==> src/rtl/vvp_pkg.sv <==
`default_nettype none
// ============================================================================
// Module   : vvp_pkg
// Brief    : Shared mode encodings, per-element term function and plane-sum
//            width helper for the bit-serial vector-vector product.
// Revision : 1.0
// ============================================================================
package vvp_pkg;

    typedef enum logic [1:0] {
        MODE_ZERO = 2'b00,
        MODE_POS  = 2'b01,
        MODE_PM   = 2'b10,
        MODE_NEG  = 2'b11
    } vvp_mode_e;

    // Width of a signed sum of n terms, each in {-1, 0, +1}.
    function automatic int vvp_sum_w(input int n);
        return $clog2(n) + 2;
    endfunction

    function automatic logic signed [1:0] vvp_term(
        input logic [1:0] mode,
        input logic       w,
        input logic       d
    );
        logic signed [1:0] r_term;
        r_term = 2'sb00;
        case (mode)
            MODE_POS: r_term = (w & d) ? 2'sb01 : 2'sb00;
            MODE_PM:  r_term = d ? (w ? 2'sb11 : 2'sb01) : 2'sb00;
            MODE_NEG: r_term = (w & d) ? 2'sb11 : 2'sb00;
            default:  r_term = 2'sb00;
        endcase
        return r_term;
    endfunction

endpackage
`default_nettype wire

==> src/rtl/vvp_tree.sv <==
`default_nettype none
// ============================================================================
// Module   : vvp_tree
// Brief    : Recursive signed adder tree over 2-bit terms with optional
//            register stages and a tag bus delayed alongside the data.
// Revision : 1.0
// ============================================================================
module vvp_tree
    import vvp_pkg::*;
#(
    parameter int N     = 64,
    parameter int PIPE  = 0,
    parameter int DEPTH = $clog2(N),
    parameter int TW    = 4
) (
    input  logic                            clk,
    input  logic                            rst_n,
    input  logic [2*N-1:0]                  i_terms,
    input  logic [TW-1:0]                   i_tag,
    output logic signed [vvp_sum_w(N)-1:0]  o_sum,
    output logic [TW-1:0]                   o_tag
);

    localparam int c_sw = vvp_sum_w(N);

    generate
        if (N == 1) begin : g_leaf
            logic w_unused_clk;
            assign w_unused_clk = clk ^ rst_n;
            assign o_sum        = i_terms;
            assign o_tag        = i_tag;
        end else begin : g_node
            localparam int c_half = N / 2;
            localparam int c_lvl  = $clog2(N);
            // Stage boundaries land where ceil(level*PIPE/DEPTH) steps up,
            // which places the first register nearest the leaves.
            localparam bit c_reg =
                (((c_lvl * PIPE) + DEPTH - 1) / DEPTH) >
                ((((c_lvl - 1) * PIPE) + DEPTH - 1) / DEPTH);

            logic signed [c_sw-2:0] w_sum_lo;
            logic signed [c_sw-2:0] w_sum_hi;
            logic [TW-1:0]          w_tag_lo;
            logic [TW-1:0]          w_tag_hi;
            logic signed [c_sw-1:0] w_add;
            logic [TW-1:0]          w_tag;

            vvp_tree #(
                .N     (c_half),
                .PIPE  (PIPE),
                .DEPTH (DEPTH),
                .TW    (TW)
            ) u_lo (
                .clk     (clk),
                .rst_n   (rst_n),
                .i_terms (i_terms[2*c_half-1:0]),
                .i_tag   (i_tag),
                .o_sum   (w_sum_lo),
                .o_tag   (w_tag_lo)
            );

            vvp_tree #(
                .N     (c_half),
                .PIPE  (PIPE),
                .DEPTH (DEPTH),
                .TW    (TW)
            ) u_hi (
                .clk     (clk),
                .rst_n   (rst_n),
                .i_terms (i_terms[2*N-1:2*c_half]),
                .i_tag   (i_tag),
                .o_sum   (w_sum_hi),
                .o_tag   (w_tag_hi)
            );

            assign w_add = {w_sum_lo[c_sw-2], w_sum_lo} + {w_sum_hi[c_sw-2], w_sum_hi};
            // Both halves carry identical tags; combining keeps both paths live.
            assign w_tag = w_tag_lo & w_tag_hi;

            if (c_reg) begin : g_reg
                logic signed [c_sw-1:0] r_sum;
                logic [TW-1:0]          r_tag;

                always_ff @(posedge clk or negedge rst_n) begin
                    if (!rst_n) begin
                        r_sum <= '0;
                        r_tag <= '0;
                    end else begin
                        r_sum <= w_add;
                        r_tag <= w_tag;
                    end
                end

                assign o_sum = r_sum;
                assign o_tag = r_tag;
            end else begin : g_comb
                assign o_sum = w_add;
                assign o_tag = w_tag;
            end
        end
    endgenerate

endmodule
`default_nettype wire

==> src/rtl/vvp_bitserial.sv <==
`default_nettype none
// ============================================================================
// Module   : vvp_bitserial
// Brief    : Bit-serial multi-bit vector-vector product: plane tracking,
//            per-plane shift/negate, accumulation and result register.
// Revision : 1.0
// ============================================================================
module vvp_bitserial
    import vvp_pkg::*;
#(
    parameter int N     = 64,
    parameter int DPREC = 8,
    parameter int ACCW  = 16,
    parameter int PIPE  = 0
) (
    input  logic                    clk,
    input  logic                    rst_n,
    input  logic [1:0]              mode,
    input  logic                    dsigned,
    input  logic                    in_valid,
    input  logic                    in_first,
    input  logic                    in_last,
    input  logic [N-1:0]            W,
    input  logic [N-1:0]            D,
    output logic                    out_valid,
    output logic signed [ACCW-1:0]  out_S,
    output logic                    out_ovf
);

    localparam int c_depth = $clog2(N);
    localparam int c_np    = 1 << c_depth;
    localparam int c_sw    = vvp_sum_w(N);
    localparam int c_kw    = (DPREC > 1) ? $clog2(DPREC) : 1;
    localparam int c_tw    = c_kw + 4;
    localparam int c_xw    = ((c_sw + DPREC > ACCW) ? (c_sw + DPREC) : ACCW) + 1;

    logic              r_open;
    logic [c_kw-1:0]   r_k;
    logic [1:0]        r_mode;
    logic              r_dsgn;

    logic              w_first;
    logic              w_cont;
    logic              w_accept;
    logic              w_last;
    logic              w_dsgn;
    logic [c_kw-1:0]   w_k;
    logic [1:0]        w_mode;
    logic [2*c_np-1:0] w_terms;
    logic [c_tw-1:0]   w_tag_in;

    assign w_first  = in_valid & in_first;
    assign w_cont   = in_valid & ~in_first & r_open;
    assign w_accept = w_first | w_cont;
    assign w_k      = w_first ? '0 : r_k;
    assign w_last   = in_last | (w_k == c_kw'(DPREC - 1));
    assign w_mode   = w_first ? mode    : r_mode;
    assign w_dsgn   = w_first ? dsigned : r_dsgn;

    // Tree is padded to a power of two with zero terms.
    generate
        for (genvar gi = 0; gi < c_np; gi++) begin : g_term
            if (gi < N) begin : g_real
                assign w_terms[2*gi +: 2] = vvp_term(w_mode, W[gi], D[gi]);
            end else begin : g_pad
                assign w_terms[2*gi +: 2] = 2'b00;
            end
        end
    endgenerate

    // Plane metadata travels with the data so the back end needs no
    // knowledge of vectors that have since been opened or aborted.
    assign w_tag_in = {w_k, w_dsgn, w_last, w_first, w_accept};

    always_ff @(posedge clk or negedge rst_n) begin
        if (!rst_n) begin
            r_open <= 1'b0;
            r_k    <= '0;
            r_mode <= MODE_ZERO;
            r_dsgn <= 1'b0;
        end else if (w_accept) begin
            r_open <= ~w_last;
            r_k    <= w_k + c_kw'(1);
            if (w_first) begin
                r_mode <= mode;
                r_dsgn <= dsigned;
            end
        end
    end

    logic signed [c_sw-1:0] w_sp;
    logic [c_tw-1:0]        w_tag_out;

    vvp_tree #(
        .N     (c_np),
        .PIPE  (PIPE),
        .DEPTH (c_depth),
        .TW    (c_tw)
    ) u_tree (
        .clk     (clk),
        .rst_n   (rst_n),
        .i_terms (w_terms),
        .i_tag   (w_tag_in),
        .o_sum   (w_sp),
        .o_tag   (w_tag_out)
    );

    logic                   w_t_valid;
    logic                   w_t_first;
    logic                   w_t_last;
    logic                   w_t_dsgn;
    logic [c_kw-1:0]        w_t_k;
    logic signed [c_xw-1:0] w_shift;
    logic signed [c_xw-1:0] w_c_wide;
    logic signed [ACCW-1:0] w_c;
    logic signed [ACCW-1:0] w_sum;
    logic signed [ACCW-1:0] w_acc_nx;
    logic                   w_c_ovf;
    logic                   w_add_ovf;
    logic                   w_ovf_nx;

    logic signed [ACCW-1:0] r_acc;
    logic                   r_ovf;
    logic                   r_out_valid;
    logic signed [ACCW-1:0] r_out_s;
    logic                   r_out_ovf;

    assign {w_t_k, w_t_dsgn, w_t_last, w_t_first, w_t_valid} = w_tag_out;

    // The MSB plane of two's-complement data carries negative weight.
    assign w_shift  = {{(c_xw - c_sw){w_sp[c_sw-1]}}, w_sp} <<< w_t_k;
    assign w_c_wide = (w_t_dsgn & w_t_last) ? -w_shift : w_shift;
    assign w_c      = w_c_wide[ACCW-1:0];
    assign w_c_ovf  = (w_c_wide[c_xw-1:ACCW-1] != {(c_xw - ACCW + 1){w_c_wide[ACCW-1]}});

    assign w_sum     = r_acc + w_c;
    assign w_add_ovf = (r_acc[ACCW-1] == w_c[ACCW-1]) && (w_sum[ACCW-1] != r_acc[ACCW-1]);
    assign w_acc_nx  = w_t_first ? w_c : w_sum;
    assign w_ovf_nx  = w_c_ovf | (~w_t_first & (r_ovf | w_add_ovf));

    always_ff @(posedge clk or negedge rst_n) begin
        if (!rst_n) begin
            r_acc       <= '0;
            r_ovf       <= 1'b0;
            r_out_valid <= 1'b0;
            r_out_s     <= '0;
            r_out_ovf   <= 1'b0;
        end else begin
            r_out_valid <= w_t_valid & w_t_last;
            if (w_t_valid) begin
                r_acc <= w_acc_nx;
                r_ovf <= w_ovf_nx;
                if (w_t_last) begin
                    r_out_s   <= w_acc_nx;
                    r_out_ovf <= w_ovf_nx;
                end
            end
        end
    end

    assign out_valid = r_out_valid;
    assign out_S     = r_out_s;
    assign out_ovf   = r_out_ovf;

endmodule
`default_nettype wire

==> config.mk <==
export PLATFORM = sky130hd
export DESIGN_NAME = vvp_bitserial
export DESIGN_NICKNAME = d
export VERILOG_FILES = /design/src/rtl/vvp_pkg.sv /design/src/rtl/vvp_tree.sv /design/src/rtl/vvp_bitserial.sv
export SDC_FILE = /design/constraint.sdc
export NUM_CORES = 1
export LEC_CHECK = 0
export BUFFER_PORTS_ARGS = -buffer_cell sky130_fd_sc_hd__buf_2
export CAP_MARGIN = 20
export CORE_MARGIN = 2
export CORE_UTILIZATION = 35
export CTS_BUF_LIST = sky130_fd_sc_hd__clkbuf_2 sky130_fd_sc_hd__clkbuf_4 sky130_fd_sc_hd__clkbuf_8
export CTS_CLUSTER_SIZE = 16
export DETAILED_ROUTE_END_ITERATION = 12
export PLACE_DENSITY = 0.63
export SETUP_SLACK_MARGIN = 0.4
export SYNTH_ARGS = -nofsm -noshare
export SYNTH_HDL_FRONTEND = slang
export SYNTH_SLANG_ARGS = --single-unit
==> constraint.sdc <==
create_clock -name clk -period 11.5 [get_ports clk]
set_input_delay 1.15 -clock clk [delete_from_list [all_inputs] [get_ports clk]]
set_output_delay 1.15 -clock clk [all_outputs]
set_load 0.02 [all_outputs]
-- Word-level counts from Yosys, hierarchy flattened
Cells that the tools add are included.
- input port bits: 136
- output and inout port bits: 18
- word-level logic and storage cells: 493
- bits in registers: 42
- eq/ne operators: 7
- multiplexer cells: 325
- reductions and logical operators: 2
- add/subtract/negate cells: 66
- bitwise gates (word level): 83
- shifts and indexed selects: 1
- operators by type and width (kind ; count):
    two-way mux 2 bit ; 193
    one-hot mux 2 bit (3 select lines) ; 64
    adder 2 x 2 -> 3 bit ; 32
    bitwise AND 1 bit ; 70
    two-way mux 1 bit ; 65
    adder 3 x 3 -> 4 bit ; 16
    bitwise AND 7 bit ; 6
    adder 4 x 4 -> 5 bit ; 8
    adder 5 x 5 -> 6 bit ; 4
    two-way mux 17 bit ; 1
    negator 17 bit ; 1
    <<< shifter 17 x 3 -> 17 bit ; 1
    adder 16 bit ; 1
    two-way mux 16 bit ; 1
    adder 6 x 6 -> 7 bit ; 2
    adder 7 x 7 -> 8 bit ; 1
    equality test 2 bit, second input constant ; 2
    bitwise OR 1 bit ; 4
    adder 3 x 1 -> 3 bit, second input constant ; 1
    equality test 3 bit, second input constant ; 1
    two-way mux 3 bit ; 1
    inverter 1 bit ; 3
    equality test 2 x 1 -> 1 bit, second input constant ; 1
    inequality test 1 bit ; 2
    3 further kinds ; 3

-- Longest topological paths before layout
- word-level depth: 19
- depth in mapped cells: 48
- depth with buffers taken out: 44

-- Modules after synthesis
From an unflattened synthesis, not the netlist that was laid out.
- cell total of the unflattened synthesis: 2269
- area, all modules: 17693.2 um^2
- modules (own cells, without submodules) (module ; cells an instance ; area an instance (um^2) ; instances ; seq. area each (um^2)):
    vvp_bitserial ; 622 ; 4503.1 ; 1 ; 1051.0
    vvp_tree at u_tree.g_node.u_hi.g_node.u_hi.g_node.u_hi.g_node.u_hi.g_node.u_hi.g_node.u_hi ... ; 9 ; 67.6 ; 64 ; 0.0
    vvp_tree at u_tree.g_node.u_hi.g_node.u_hi.g_node.u_hi.g_node.u_hi.g_node.u_hi ... ; 13 ; 107.6 ; 29 ; 0.0
    vvp_tree at u_tree.g_node.u_hi.g_node.u_hi.g_node.u_hi ... ; 23 ; 185.2 ; 7 ; 0.0
    vvp_tree at u_tree.g_node.u_hi.g_node.u_lo.g_node.u_hi.g_node.u_hi ... ; 14 ; 133.9 ; 9 ; 0.0
    vvp_tree at u_tree.g_node.u_hi.g_node.u_hi.g_node.u_hi.g_node.u_hi ... ; 16 ; 132.6 ; 7 ; 0.0
    vvp_tree at u_tree.g_node.u_hi.g_node.u_lo ... ; 26 ; 215.2 ; 3 ; 0.0
    vvp_tree at u_tree ; 45 ; 339.1 ; 1 ; 0.0
    vvp_tree at u_tree.g_node.u_lo.g_node.u_lo.g_node.u_lo.g_node.u_hi.g_node.u_hi ... ; 14 ; 111.4 ; 3 ; 0.0
    vvp_tree at u_tree.g_node.u_hi ; 41 ; 302.8 ; 1 ; 0.0
    vvp_tree at u_tree.g_node.u_lo ; 40 ; 299.0 ; 1 ; 0.0
    vvp_tree at u_tree.g_node.u_hi.g_node.u_hi ; 26 ; 214.0 ; 1 ; 0.0
    vvp_tree at u_tree.g_node.u_lo.g_node.u_lo.g_node.u_lo ; 23 ; 181.4 ; 1 ; 0.0

-- Worst setup path before layout
Ideal clock, no wire load.
- path kind: in2reg
- from: input port in_valid
- to: register r_out_ovf (netlist: out_ovf)
- path slack: -0.785 ns
- arrival: 12.152 ns
- library setup time: 0.133 ns
- path buffers: 4
- stages on the path: 46
- data required time: 11.367 ns
- cell sequence: buf_2 > and2_1 > buf_6 > mux2_4 > clkbuf_1 > clkbuf_1 > and3_1 > fa_1 > inv_1 > fa_1 > inv_1 > fa_1 > inv_1 > fa_1 > inv_1 > fa_1 > inv_1 > fa_1 > (+10 left out) > or2_2 > a31oi_1 > xor2_1 > mux4_2 > mux2i_1 > nand2_1 > o21ai_0 > xor2_1 > ha_1 > and3_1 > o211ai_1 > a31oi_1 > a31oi_1 > and2_1 > a211oi_1 > a211oi_1 > o31ai_1 > a31oi_1
- word-level cells in the longest chain between the ends: 19
- elaborated cells between the ends (all ways): 159
- classes of those cells: 65 x add/sub; 7 x eq/ne; 1 x shift; 68 x mux; 16 x bitwise; 2 x reduce/logical
- ends and longest elaborated chain (what ; RTL line ; source):
    start, declared ; vvp_bitserial.sv:20 ; input logic in_valid,
    bitwise AND 1 bit ; vvp_bitserial.sv:52 ; assign w_first = in_valid & in_first;
    two-way mux 2 bit ; n/a ;
    equality test 2 bit or equality test 2 x 1 -> 1 bit (tied branches) ; vvp_pkg.sv:29 ; case (mode)
    one-hot mux 2 bit (3 select lines) ; vvp_pkg.sv:29 ;
    adder 2 x 2 -> 3 bit ; vvp_tree.sv:76 ; assign w_add = {w_sum_lo[c_sw-2], w_sum_lo} + {w_sum_hi[c_sw-2], w_sum_hi};
    adder 3 x 3 -> 4 bit ; vvp_tree.sv:76 ;
    adder 4 x 4 -> 5 bit ; vvp_tree.sv:76 ;
    adder 5 x 5 -> 6 bit ; vvp_tree.sv:76 ;
    (+3 left out) ; n/a ;
    negator 17 bit ; vvp_bitserial.sv:132 ; assign w_c_wide = (w_t_dsgn & w_t_last) ? -w_shift : w_shift;
    two-way mux 17 bit ; vvp_bitserial.sv:132 ;
    adder 16 bit ; vvp_bitserial.sv:136 ; assign w_sum = r_acc + w_c;
    inequality test 1 bit ; vvp_bitserial.sv:137 ; assign w_add_ovf = (r_acc[ACCW-1] == w_c[ACCW-1]) && (w_sum[ACCW-1] != r_acc[ACCW-1]);
    logical AND 1 bit ; vvp_bitserial.sv:137 ;
    bitwise OR 1 bit ; vvp_bitserial.sv:139 ; assign w_ovf_nx = w_c_ovf | (~w_t_first & (r_ovf | w_add_ovf));
    bitwise AND 1 bit ; vvp_bitserial.sv:139 ;
    bitwise OR 1 bit ; vvp_bitserial.sv:139 ;
    end signal, assigned ; vvp_bitserial.sv:155 ; r_out_ovf <= w_ovf_nx;
    end, declared ; vvp_bitserial.sv:126 ; logic r_out_ovf;
Several ways; a longest one is shown, not always the timed one.
A chain may end at the register's enable or synchronous reset.

-- Worst setup path after layout
- from: input port in_first
- to: register r_out_ovf (netlist: out_ovf)
- word-level cells in the longest chain between the ends: 19
- elaborated cells between the ends (all ways): 160
- classes of those cells: 65 x add/sub; 7 x eq/ne; 1 x shift; 68 x mux; 17 x bitwise; 2 x reduce/logical
- ends and longest elaborated chain (what ; RTL line ; source):
    start, declared ; vvp_bitserial.sv:21 ; input logic in_first,
    bitwise AND 1 bit ; vvp_bitserial.sv:52 ;
    two-way mux 2 bit ; n/a ;
    equality test 2 bit or equality test 2 x 1 -> 1 bit (tied branches) ; vvp_pkg.sv:29 ;
    one-hot mux 2 bit (3 select lines) ; vvp_pkg.sv:29 ;
    adder 2 x 2 -> 3 bit ; vvp_tree.sv:76 ;
    adder 3 x 3 -> 4 bit ; vvp_tree.sv:76 ;
    adder 4 x 4 -> 5 bit ; vvp_tree.sv:76 ;
    adder 5 x 5 -> 6 bit ; vvp_tree.sv:76 ;
    (+3 left out) ; n/a ;
    negator 17 bit ; vvp_bitserial.sv:132 ;
    two-way mux 17 bit ; vvp_bitserial.sv:132 ;
    adder 16 bit ; vvp_bitserial.sv:136 ;
    inequality test 1 bit ; vvp_bitserial.sv:137 ;
    logical AND 1 bit ; vvp_bitserial.sv:137 ;
    bitwise OR 1 bit ; vvp_bitserial.sv:139 ;
    bitwise AND 1 bit ; vvp_bitserial.sv:139 ;
    bitwise OR 1 bit ; vvp_bitserial.sv:139 ;
Several ways; a longest one is shown, not always the timed one.

==> impl_metrics.tcl <==
set metrics [dict create \
    die_w_um 165 \
    antenna_found_initial 1 \
    ys.warnings.count 0 \
    finalClockSkew_ns 0.0151 \
    worstSkewPairLatency_ns 0.31 \
    dp_hpwl_um 19500 \
    vias 7800 \
    synthArstFlopShare_pct 100 \
    nets 1660 \
    drt-initial-drc-count 399 \
    fin_crit_ns 11.42 \
    maxCapViolations 0 \
    cts_sinks 42 \
    routedLengthMet1_um 9830 \
    cts_buffers 5 \
    fp.coreArea_sq_um 25800 \
    arrival_ns 11.61 \
    synth_area_sq_um 9100 \
    met2_length_um 12600 \
    synthCells 1023 \
    die_h_um 165 \
    initial_core_util_pct 35.3 \
    worst-setup-path-type "in -> reg" \
    hold_class "reg -> reg" \
    dr_wl_met3_um 711 \
    cts_hold_buf 0 \
    dr.pass1.iters 7 \
    synth.avg_cell_area_sq_um 8.89 \
    final_util_pct 47.3 \
    ys_seq_area_share_pct 11.6 \
    grt_setup_unrepaired "true" \
    synth_edf_count 0 \
    drc 0 \
    path_common_cell "fa_1" \
    synth_ff_type "dfrtp_1" \
    routed_via_density 4.80 \
    rows 59 \
    synth-seq-cells 42 \
    grt_pass1_vias 8084 \
    die-area_sq_um 27300 \
    cts_buffer_depth 2 \
    place_congestion 0.862 \
    finalCritPeriodShare_pct 99.3 \
    worst_pin_slew_ns 0.959 \
    clock.fmax_mhz 87.6 \
    drive_gt1_share_pct 34.6 \
    root_buffer "clkbuf_8" \
    syn-num-nets 1394 \
    final_cell_mix "inv_1 (170), fa_1 (155), buf_2 (151), buf_4 (118), nand2_1 (79)" \
    syn_to_final_growth_pct 33.8 \
    synth_cell_types 55 \
    io_pins 154 \
    crit_fanout 7 \
    end_kind "register" \
    cts_tree "built" \
    final_common_cell "inv_1" \
    routed.top_layer "met4" \
    grt_pass1_wl_um 38200 \
    drt_wl_total_um 23600 \
    routedWlPerCell_um 14.5 \
    critPathLaunchType "primary input" \
    grtUsageTotal_pct 17.5 \
    ant_nets 0 \
    status "finished clean" \
    port-buffer-count 153 \
    hold_viol 0 \
    slowest_stage "fa_2" \
    max_stage_delay_ns 0.56 \
    grt_overflow_total 0 \
    setup_tns_ns 0 \
    final_max_slew_viol_count 0 \
    required_ns 11.69 \
    grt_max_degree 43 \
    cts.clk_slew.worst_paths_ns 0.08 \
    max-slew-margin-rel_pct 35.8 \
    h-tree-depth 2 \
    setup_violations 0 \
]
-- path summary, 6_finish.rpt --
path | from | end | slack (ns) | cells after the start
setup / recovery | in_first | out_ovf$_DFFE_PN0P_ | 0.08 | 42
hold / removal | out_S[1]$_DFFE_PN0P_ | out_S[1]$_DFFE_PN0P_ | 0.48 | 2
setup reg to reg | r_mode[1]$_DFFE_PN0P_ | out_ovf$_DFFE_PN0P_ | 0.78 | 40
hold reg to reg | out_S[1]$_DFFE_PN0P_ | out_S[1]$_DFFE_PN0P_ | 0.48 | 2
max in group asynchronous | rst_n | out_S[8]$_DFFE_PN0P_ | 10.37 | 2
min in group asynchronous | rst_n | out_S[0]$_DFFE_PN0P_ | 0.68 | 1
-- final cells by class --
type | instances | area [sq um]
clock buffer | 6 | 76.3
timing repair buffer | 300 | 2170
fill | 2439 | 13600
sequential | 42 | 1050
multi-input combinational | 742 | 7670
clock inverter | 2 | 37.5
tap | 335 | 419
antenna | 1 | 2.50
inverter | 198 | 743
-- stage by stage --
step / hold slack, ns / setup slack [ns] / instances / area, sq um
3_5_place_dp: 0.466 / -0.511 / 1569 / 11000
4_1_cts: 0.486 / 0.0490 / 1602 / 11600
5_1_grt: 0.502 / -0.363 / 1626 / 12200
3_3_place_gp: 0.456 / -0.342 / 1569 / 11000
2_1_floorplan: 0.454 / -0.0393 / 1023 / 9240
6_report: 0.480 / 0.0789 / 1626 / 12200
-- state kept, by name, indices dropped and copies added, names as in the netlist --
register	cells
out_ovf	1
r_ovf	1
r_open	1
r_dsgn	1
out_S	16
r_k	3
r_acc	16
out_valid	1
r_mode	2
-- logic make-up (layout without fill, tap and decap cells) --
logic type	Yosys count	count (layout)	synth area share (%)
DFF	42	42	11.6
and+or+nand+nor	246	246	12.0
buffers and inverters	239	506	9.96
xor gates and xnor gates	42	42	4.28
muxes	11	11	1.42
other	0	1	0
AOI/OAI and AO/OA	208	208	14.4
adders and majority gates	235	235	46.4
-- per-layer routing --
metal  GRT usage (%)  up-vias
li1                -     3836
met1            22.0     3766
met2            33.3      173
met3           0.849       25
met4            3.24        0
met5               0        -
-- timing repair --
| action | 4_1_cts | 5_1_grt |
|---|---|---|
| gates cloned | 4 | 2 |
| pin swaps | 40 | 55 |
| endpoints found under the setup margin | 18 | 20 |
| gates resized for setup | 34 | 116 |
| buffers inserted | 21 | 19 |
-- synth_stat cells, drive strengths merged, types with 8 or more instances --
library cell / count / area share, %
o21ai: 94 / 5.2
inv: 198 / 8.2
a21o: 11 / 0.91
dfrtp: 42 / 12
a31oi: 10 / 0.69
nor2: 74 / 3.1
mux2i: 8 / 0.88
and3: 13 / 0.89
a21oi: 24 / 1.3
nand3: 57 / 3.2
fa: 171 / 38
nand2: 81 / 3.3
o211ai: 35 / 2.9
clkbuf: 39 / 1.6
xor2: 12 / 1.2
ha: 64 / 8.8
xnor2: 29 / 2.9
-- worst max-delay path: cells and delay by family --
kind / cells / cell delay [ns]
AO/OA/AOI/OAI: 7 / 1.29
XOR/XNOR: 6 / 1.16
adder cells (fa/ha/maj): 11 / 5.33
buffers and inverters: 10 / 0.95
multiplexers: 3 / 1.05
AND/OR/NAND/NOR: 5 / 0.66
Power is left out: the tool's default activity adds up to more than one toggle a clock period on the data nets, which glitch-free logic cannot reach.
